<file path="src/rtl/eaglesong_pkg.sv">
// Shared types and constants for the eaglesong job sequencer and its helpers.
package eaglesong_pkg;

   localparam int         DIGEST_W       = 256;
   localparam logic [6:0] LEN_BYTES_FULL = 7'd32;

   typedef enum logic [2:0] {IDLE, LOAD, START, WAIT, CHECK, DONE} state_e;

   localparam logic [1:0] STATUS_FOUND     = 2'd0;
   localparam logic [1:0] STATUS_EXHAUSTED = 2'd1;
   localparam logic [1:0] STATUS_TIMEOUT   = 2'd2;

endpackage

</file>
<file path="src/rtl/eaglesong_target_compare.sv">
// Combinational unsigned digest-versus-target test; hit when digest is below target.
module eaglesong_target_compare
   import eaglesong_pkg::*;
(
   input  logic [DIGEST_W-1:0] digest_i,
   input  logic [DIGEST_W-1:0] target_i,
   output logic                hit_o
);

   assign hit_o = digest_i < target_i;

endmodule

</file>
<file path="src/rtl/eaglesong_nonce_sequencer.sv">
// Walks a nonce range through the digest block, one digest in flight at a time,
// and reports the first hit, range exhaustion, or a per-digest watchdog timeout.
module eaglesong_nonce_sequencer
   import eaglesong_pkg::*;
#(
   parameter int NONCE_W        = 64,
   parameter int TIMEOUT_CYCLES = 1023
) (
   input  logic                         clk,
   input  logic                         rst_n,
   input  logic                         job_start,
   input  logic [DIGEST_W-NONCE_W-1:0]  job_header,
   input  logic [NONCE_W-1:0]           job_nonce_start,
   input  logic [NONCE_W-1:0]           job_nonce_count,
   input  logic [DIGEST_W-1:0]          job_target,
   input  logic                         abort,
   output logic                         job_ready,
   output logic                         busy,
   output logic [DIGEST_W-1:0]          dg_input_val,
   output logic [6:0]                   dg_input_length_bytes,
   output logic                         dg_start_eval,
   input  logic [DIGEST_W-1:0]          dg_output_val,
   input  logic                         dg_eval_output_ready,
   output logic                         result_valid,
   output logic [1:0]                   result_status,
   output logic [NONCE_W-1:0]           result_nonce,
   output logic [DIGEST_W-1:0]          result_digest,
   input  logic                         result_ack
);

   localparam int HDR_W = DIGEST_W - NONCE_W;
   localparam int TMO_W = $clog2(TIMEOUT_CYCLES + 1);
   localparam logic [TMO_W-1:0] TMO_LAST = TMO_W'(TIMEOUT_CYCLES - 1);

   state_e               state_q, state_d;
   logic [HDR_W-1:0]     header_q, header_d;
   logic [NONCE_W-1:0]   nonce_q, nonce_d;
   logic [NONCE_W-1:0]   count_q, count_d;
   logic [NONCE_W-1:0]   remaining_q, remaining_d;
   logic [DIGEST_W-1:0]  target_q, target_d;
   logic [DIGEST_W-1:0]  digest_q, digest_d;
   logic [TMO_W-1:0]     tmo_q, tmo_d;
   logic                 start_q, start_d;
   logic [1:0]           rstat_q, rstat_d;
   logic [NONCE_W-1:0]   rnonce_q, rnonce_d;
   logic [DIGEST_W-1:0]  rdig_q, rdig_d;
   logic                 hit;

   eaglesong_target_compare u_cmp (
      .digest_i (digest_q),
      .target_i (target_q),
      .hit_o    (hit)
   );

   assign job_ready             = (state_q == IDLE);
   assign busy                  = (state_q inside {LOAD, START, WAIT, CHECK});
   assign result_valid          = (state_q == DONE);
   assign dg_input_val          = {header_q, nonce_q};
   assign dg_input_length_bytes = LEN_BYTES_FULL;
   assign dg_start_eval         = start_q;
   assign result_status         = rstat_q;
   assign result_nonce          = rnonce_q;
   assign result_digest         = rdig_q;

   always_comb begin
      state_d     = state_q;
      header_d    = header_q;
      nonce_d     = nonce_q;
      count_d     = count_q;
      remaining_d = remaining_q;
      target_d    = target_q;
      digest_d    = digest_q;
      tmo_d       = tmo_q;
      start_d     = 1'b0;
      rstat_d     = rstat_q;
      rnonce_d    = rnonce_q;
      rdig_d      = rdig_q;
      case (state_q)
         IDLE: if (job_start && !abort) begin
            header_d = job_header;
            nonce_d  = job_nonce_start;
            count_d  = job_nonce_count;
            target_d = job_target;
            state_d  = LOAD;
         end
         LOAD: begin
            remaining_d = count_q;
            if (count_q == '0) begin
               state_d  = DONE;
               rstat_d  = STATUS_EXHAUSTED;
               rnonce_d = nonce_q;
               rdig_d   = '0;
            end else begin
               state_d = START;
               start_d = 1'b1;
            end
         end
         START: begin
            tmo_d   = '0;
            state_d = WAIT;
         end
         // Ready is only looked at here; START's stale level never reaches CHECK.
         WAIT: if (dg_eval_output_ready) begin
            digest_d = dg_output_val;
            state_d  = CHECK;
         end else begin
            tmo_d = tmo_q + TMO_W'(1);
            if (tmo_q == TMO_LAST) begin
               state_d  = DONE;
               rstat_d  = STATUS_TIMEOUT;
               rnonce_d = nonce_q;
               rdig_d   = '0;
            end
         end
         CHECK: begin
            if (hit || remaining_q == NONCE_W'(1)) begin
               state_d  = DONE;
               rstat_d  = hit ? STATUS_FOUND : STATUS_EXHAUSTED;
               rnonce_d = nonce_q;
               rdig_d   = digest_q;
            end else begin
               nonce_d     = nonce_q + NONCE_W'(1);
               remaining_d = remaining_q - NONCE_W'(1);
               state_d     = START;
               start_d     = 1'b1;
            end
         end
         DONE: if (result_ack) state_d = IDLE;
         default: state_d = IDLE;
      endcase
      if (abort && busy) begin
         state_d  = IDLE;
         start_d  = 1'b0;
         rstat_d  = rstat_q;
         rnonce_d = rnonce_q;
         rdig_d   = rdig_q;
      end
   end

   always_ff @(posedge clk) begin
      if (!rst_n) begin
         state_q     <= IDLE;
         header_q    <= '0;
         nonce_q     <= '0;
         count_q     <= '0;
         remaining_q <= '0;
         target_q    <= '0;
         digest_q    <= '0;
         tmo_q       <= '0;
         start_q     <= 1'b0;
         rstat_q     <= '0;
         rnonce_q    <= '0;
         rdig_q      <= '0;
      end else begin
         state_q     <= state_d;
         header_q    <= header_d;
         nonce_q     <= nonce_d;
         count_q     <= count_d;
         remaining_q <= remaining_d;
         target_q    <= target_d;
         digest_q    <= digest_d;
         tmo_q       <= tmo_d;
         start_q     <= start_d;
         rstat_q     <= rstat_d;
         rnonce_q    <= rnonce_d;
         rdig_q      <= rdig_d;
      end
   end

endmodule
</file>
<file path="config.mk">
export PLATFORM = sky130hd
export DESIGN_NAME = eaglesong_nonce_sequencer
export DESIGN_NICKNAME = d
export VERILOG_FILES = /design/src/rtl/eaglesong_pkg.sv /design/src/rtl/eaglesong_target_compare.sv /design/src/rtl/eaglesong_nonce_sequencer.sv
export SDC_FILE = /design/constraint.sdc
export NUM_CORES = 2
export LEC_CHECK = 0
export ABC_AREA = 1
export ABC_CLOCK_PERIOD_IN_PS = 3800
export CAP_MARGIN = 10
export CORE_AREA = 2 2 553 555
export CTS_BUF_LIST = sky130_fd_sc_hd__clkbuf_8
export DETAILED_ROUTE_END_ITERATION = 10
export DIE_AREA = 0 0 555 557
export RECOVER_POWER = 100
export SLEW_MARGIN = 20
export SYNTH_ARGS = -nofsm -noshare
export SYNTH_HDL_FRONTEND = slang
export SYNTH_SLANG_ARGS = --single-unit
</file>
<file path="constraint.sdc">
create_clock -name clk -period 3.8 [get_ports clk]
set_clock_uncertainty 0.15 [all_clocks]
set_input_delay 0.76 -clock clk [delete_from_list [all_inputs] [get_ports clk]]
set_output_delay 0.76 -clock clk [all_outputs]
set_load 0.005 [all_outputs]
</file>
; ---- Yosys cells after proc, flatten, opt, wreduce, memory -nomap -nowiden
; Index checks and enable logic that the tools add are counted.
[totals]
reg_bits = 1232
input_bits = 838
out_inout_bits = 589
wordCells = 85
[classes]
add_sub_neg = 3
n_lt_le_gt_ge = 1
eq_ne = 15
n_mux = 33
bitwise_logic = 2
reduce_logical = 19
[ops]
columns = op, count
row1 = 256-bit 2-to-1 mux, 4
row2 = 256-bit case mux with 3 select lines, 1
row3 = 64-bit 2-to-1 mux, 7
row4 = 256-bit less-than comparator, 1
row5 = 64-bit case mux with 2 select lines, 2
row6 = 64-bit case mux with 3 select lines, 1
row7 = 64-bit by 1-bit adder with 64-bit output (second input constant), 1
row8 = 64-bit by 1-bit == test with 1-bit output (second input constant), 1
row9 = 64-bit zero test, 1
row10 = 64-bit by 1-bit subtractor with 64-bit output (second input constant), 1
row11 = 10-bit case mux with 2 select lines, 1
row12 = 3-bit 2-to-1 mux, 6
row13 = 3-bit case mux with 6 select lines, 1
row14 = 10-bit by 1-bit adder with 10-bit output (second input constant), 1
row15 = 10-bit == test (second input constant), 1
row16 = 10-bit 2-to-1 mux, 1
row17 = 2-bit by 1-bit inequality test with 1-bit output (second input constant), 5
row18 = 2-bit 2-to-1 mux, 4
row19 = 2-bit AND reduction, 4
row20 = 3-bit by 2-bit == test with 1-bit output (second input constant), 2
row21 = 3-bit == test (second input constant), 2
row22 = 2-bit case mux with 3 select lines, 1
row23 = 3-bit AND reduction, 2
row24 = 6-bit AND reduction, 1
row25 = 14 further kinds, 21

; ---- Logic depth before layout (Yosys ltp)
[depth]
ltp_word = 5
depth_mapped = 25
mapped_depth_nobuf = 24

; ---- Modules after synthesis
; Synthesis repeated with hierarchy kept, for this count alone.
[unflattened]
cells_unflattened = 8543
hier_area_um2 = 58434.8
[modules_own_cells]
columns = module, instances, cells_each, area_each_um2
row1 = eaglesong_nonce_sequencer, 1, 7487, 51821.0
row2 = eaglesong_target_compare, 1, 1056, 6613.8

; ---- Worst setup path after synthesis
; OpenSTA, ideal clock, no wires.
[synth_path]
path_type = flip-flop to flip-flop
from = register target_q[55]
to = register remaining_q[16]
arrival_time_ns = 2.244
required_time_ns = 3.538
setup_slack_ns = 1.294
path_stages_with_launch = 22
n_path_buf = 2
path_cell_list = dfxtp_1 inv_1 ha_1 nand2_1 nor2_1 inv_1 nor2_1 nand2_1 nor4b_1 nand2_1 nand2_1 nand2_1 nand2_1 nand2_1 nand2_1 nand2_1 nand2_1 buf_2 buf_2 nand3_1 nand2_1 nor2_1
[synth_between]
elab_chain_len = 4
[synth_rtl]
columns = item, line
row1 = start: declaration, eaglesong_nonce_sequencer.sv:40  ; logic [DIGEST_W-1:0] target_q, target_d;
row2 = start signal: assignment, eaglesong_nonce_sequencer.sv:160  ; target_q <= target_d;
row3 = 256-bit less-than comparator, eaglesong_target_compare.sv:10  ; assign hit_o = digest_i < target_i;
row4 = 1-bit logical OR, eaglesong_nonce_sequencer.sv:116  ; if (hit || remaining_q == NONCE_W'(1)) begin
row5 = 2-bit inequality test (no source line), --
row6 = 2-bit AND reduction (no source line), --
row7 = end signal: assignment, eaglesong_nonce_sequencer.sv:159  ; remaining_q <= remaining_d;
row8 = end: declaration, eaglesong_nonce_sequencer.sv:39  ; logic [NONCE_W-1:0] remaining_q, remaining_d;
; No other way between the ends.
; A chain may end at the register's enable or synchronous reset.

; ---- Final worst setup path
[layout_path]
from = register nonce_q[1]
to = register nonce_q[63]
[layout_between]
elab_chain_len = 3
[layout_rtl]
columns = item, line
row1 = start: declaration, eaglesong_nonce_sequencer.sv:37  ; logic [NONCE_W-1:0] nonce_q, nonce_d;
row2 = start signal: assignment, eaglesong_nonce_sequencer.sv:157  ; nonce_q <= nonce_d;
row3 = 64-bit by 1-bit adder with 64-bit output, eaglesong_nonce_sequencer.sv:122  ; nonce_d = nonce_q + NONCE_W'(1);
row4 = 64-bit 2-to-1 mux, eaglesong_nonce_sequencer.sv:116
row5 = 64-bit case mux with 2 select lines, eaglesong_nonce_sequencer.sv:78  ; case (state_q)
; No other way between the ends. The select of a mux whose other input is x is not followed.

==> summary.md <==
| Metric | Value |
|---|---|
| #FFs+latches synth | `around 1,200` |
| Gr usage total | `17.8%` |
| Worst Setup End Kind | `register` |
| Critical path origin | `nonce_q[1]` |
| Max-capacitance violation count | `0` |
| Slew HR | `2.40%` |
| Post-route cell area | `between 0.08 and 0.09 mm2` |
| CP Max Fanout | `4` |
| Clock Tree Buf Depth | `4` |
| Area Growth Syn to Fin | `44.2%` |
| Startpoint types | `register` |
| Reg-to-Reg Start | `nonce_q[1]` |
| Leakage | `36.2 nW` |
| Yosys cell types | `45` |
| Cell Chain, Critical Path | `clkbuf_1 > nand3_1 > nor2_1 > nand2_1 > nor2_2 > nand2_1 > nor3_2 > nand3_1 > nor2_1 > nand2_1 > nor2_1 > nand2_1 > xor2_1 > o21ai_1 > nor2_1 > nor2_1` |
| Post-route clock period utilization | `94.4%` |
| Vias | `around 60,000` |
| Post-synth top area share | `43.1%` |
| Setup TNS Final | `0 ns` |
| FF-to-FF path depth | `16` |
| DRT iter0 DRCs | `between 4,000 and 5,000` |
| # nets final | `10,900` |
| Leading post-synthesis cells by cell area | `dfxtp_1, nor2_1, nand2_1` |
| Async SR Flop Fraction | `0%` |
| Critical Path Most Common Cell | `nor2_1` |
| HP Class | `in -> reg` |
| CP arrival | `4.32 ns` |
| Cell count after synthesis | `8,324` |
| Starting Density | `18.8%` |
| Fin worst setup slack | `0.211 ns` |
| GRT overflow | `0` |
| HPWL Detailed | `roughly 230 mm` |
| Reg2reg end | `nonce_q[63]` |
| Clock period minus worst slack | `3.59 ns` |
| CTS tree | `built` |
| Worst Max-Slew Pin Slew | `1.46 ns` |
| Worst-skew pair later-pin latency | `1.03 ns` |
| Pwr dens | `665 mW/mm2` |
| I/O pin total | `1,427` |
| Crit-path max cell delay | `0.56 ns` |
| Yosys Warn Count | `0` |
| Hold Slack | `0.172 ns` |
| CP endpoint | `nonce_q[63]` |
| Initial antenna violation count | `a little over 100` |
| R2R setup slack | `0.21 ns` |
| Synth area leader | `dfxtp_1` |
| Clock-pin slew on the worst setup and hold paths | `0.06 ns` |
| Final Wtd Congestion | `0.946` |
| Placed Instances | `13,500` |
| CP max stage cell | `clkbuf_1` |
| Largest net degree at the start of global routing | `119` |
| H-tree depth | `4` |
| Die area | `0.309 mm2` |
| Clk root buf | `clkbuf_8` |
| Core area | `0.304 mm2` |
| Die span in y | `557 um` |
| Final setup fails | `0` |
| Vias/cell | `roughly 4.3` |
| Critical Path RT | `between 4 and 5 ns` |
| Post-synth EDFFs | `0` |
| Non-Filler Instances | `14,000` |
| Port buffer count | `1,419` |
| Pre-CTS setup slack | `-0.372 ns` |
| First-pass GRT wire length | `403 mm` |
| Max VDD drop | `approximately 320 uV` |
| WL per Instance | `20.8 um` |
| Maximum clock frequency | `between 200 and 300 MHz` |
| Synth cell count leaders | `nor2_1, nand2_1, dfxtp_1` |
| # clock sinks | `1,232` |
| Final ANT Viol Nets | `0` |
| First-pass DRT Iterations | `5` |
| Outcome | `complete, no violations` |
| Layout cells sized above 1 | `between 6 and 7%` |
| Num CTS Buffers | `236` |
| Post-synthesis sequential area ratio | `43.1%` |
| Synth Flop Type | `dfxtp_1` |
| Fin. Hold Viols | `0` |
| Vias in the first global route | `56,800` |
| Row Count | `203` |
| Avg Inst Size Synth | `6.88 um2` |
| Most common cell in the netlist | `nor2_1` |
| DRC viols | `0` |
| CP Class | `reg -> reg` |
| Slew Limit Fails | `0` |
| Placement Cell Area | `0.0769 mm2` |
| Cell area after synthesis | `0.0573 mm2` |
| Routed wire length | `291 mm` |
| Die Wd | `between 500 and 600 um` |
==> layout make-up <==
| cell class | instances | area, um2 |
|---|---|---|
| Inverter | 1101 | 4150 |
| Fill cell | 33500 | 221000 |
| Timing Repair Buffer | 1681 | 16900 |
| Tap cell | 3997 | 5000 |
| Multi-Input combinational cell | 5506 | 26700 |
| Sequential cell | 1232 | 24700 |
| Clock buffer | 302 | 4160 |
| Antenna cell | 56 | 140 |
| Clock inverter | 122 | 881 |
==> worst min path at each step <==
stage / slack, ns / endpoint / depth (start not counted) / from
6_report: 0.17 / digest_q[226] / 4 / dg_eval_output_ready
5_1_grt: 0.09 / digest_q[217] / 3 / dg_output_val[217]
4_1_cts: 0.01 / digest_q[218] / 3 / dg_output_val[218]
3_5_place_dp: 0.29 / tmo_q[9] / 1 / tmo_q[9]
3_3_place_gp: 0.29 / tmo_q[9] / 1 / tmo_q[9]
2_1_floorplan: 0.27 / tmo_q[9] / 1 / tmo_q[9]
==> cell families after synthesis <==
| group | count (synthesis) | share of synthesized area, % |
|---|---|---|
| muxes | 2 | 0.0350 |
| DFF | 1232 | 43.1 |
| xor gates and xnor gates | 78 | 1.19 |
| AOI/OAI and AO/OA | 1625 | 14.4 |
| buffers and inverters | 1591 | 10.8 |
| and+or+nand+nor | 3534 | 24.9 |
| adders and majority gates | 260 | 5.68 |
| other | 2 | 0.0131 |
==> flip-flops by register name, summed over array words and instances (netlist names) <==
name           cells
digest_q         256
result_digest    256
target_q         256
header_q         192
count_q           64
nonce_q           64
remaining_q       64
result_nonce      64
tmo_q             10
state_q            3
result_status      2
dg_start_eval      1
==> layer usage <==
metal  routed length (um)  vias to the layer above  track usage, %
met4                11400                       42            7.86
met3                23000                      505            4.64
li1                     -                    29200               -
met1               120000                    27700            21.6
met5                  280                        -               0
met2               136000                     2270            29.5
==> report_power, final <==
group          internal, mW  total [mW]  leakage (nW)  switching (mW)
logic                  9.11        22.5          23.3            13.4
clock network          7.78        14.3          2.85            6.47
registers              16.0        18.2          10.1            2.11
==> what timing repair did <==
item	in CTS	in global routing
setup endpoints to repair	456	343
gates resized for setup	30	38
gates cloned	3	11
endpoints found under the hold margin	11	0
pin swaps	2	8
hold buffers	2	0
setup buffers	7	3
==> cells in the final DEF (no fill, tap or decap), types with 50 or more instances in the layout <==
| cell | Yosys | layout |
|---|---|---|
| a21oi_1 | 733 | 729 |
| buf_4 | 8 | 130 |
| clkbuf_8 | 0 | 302 |
| clkdlybuf4s50_1 | 0 | 864 |
| dfxtp_1 | 1232 | 1231 |
| diode_2 | 0 | 56 |
| dlygate4sd3_1 | 0 | 553 |
| ha_1 | 260 | 258 |
| inv_1 | 1090 | 1150 |
| nand2_1 | 1324 | 1313 |
| nand3_1 | 214 | 212 |
| nand4_1 | 119 | 119 |
| nor2_1 | 1720 | 1713 |
| nor3_1 | 54 | 50 |
| o21ai_0 | 846 | 846 |
| xor2_1 | 59 | 59 |
==> metrics by stage <==
step / power [mW] / util (%)
2_1_floorplan: 29.2 / -
3_3_place_gp: 40.6 / 25.3
3_5_place_dp: 40.8 / 25.3
4_1_cts: 55.9 / 27.1
5_1_grt: 58.8 / 27.1
6_report: 54.9 / 27.2
==> worst max-delay path, delay by kind of cell, from the launching register on <==
kind                      cells  cell delay, ns
and+or+nand+nor              13            2.16
xor gates and xnor gates      1            0.18
DFF                           1            0.33
AOI/OAI and AO/OA             1            0.13
buffers and inverters         1            0.56
Power figures use the tool's default switching activity.
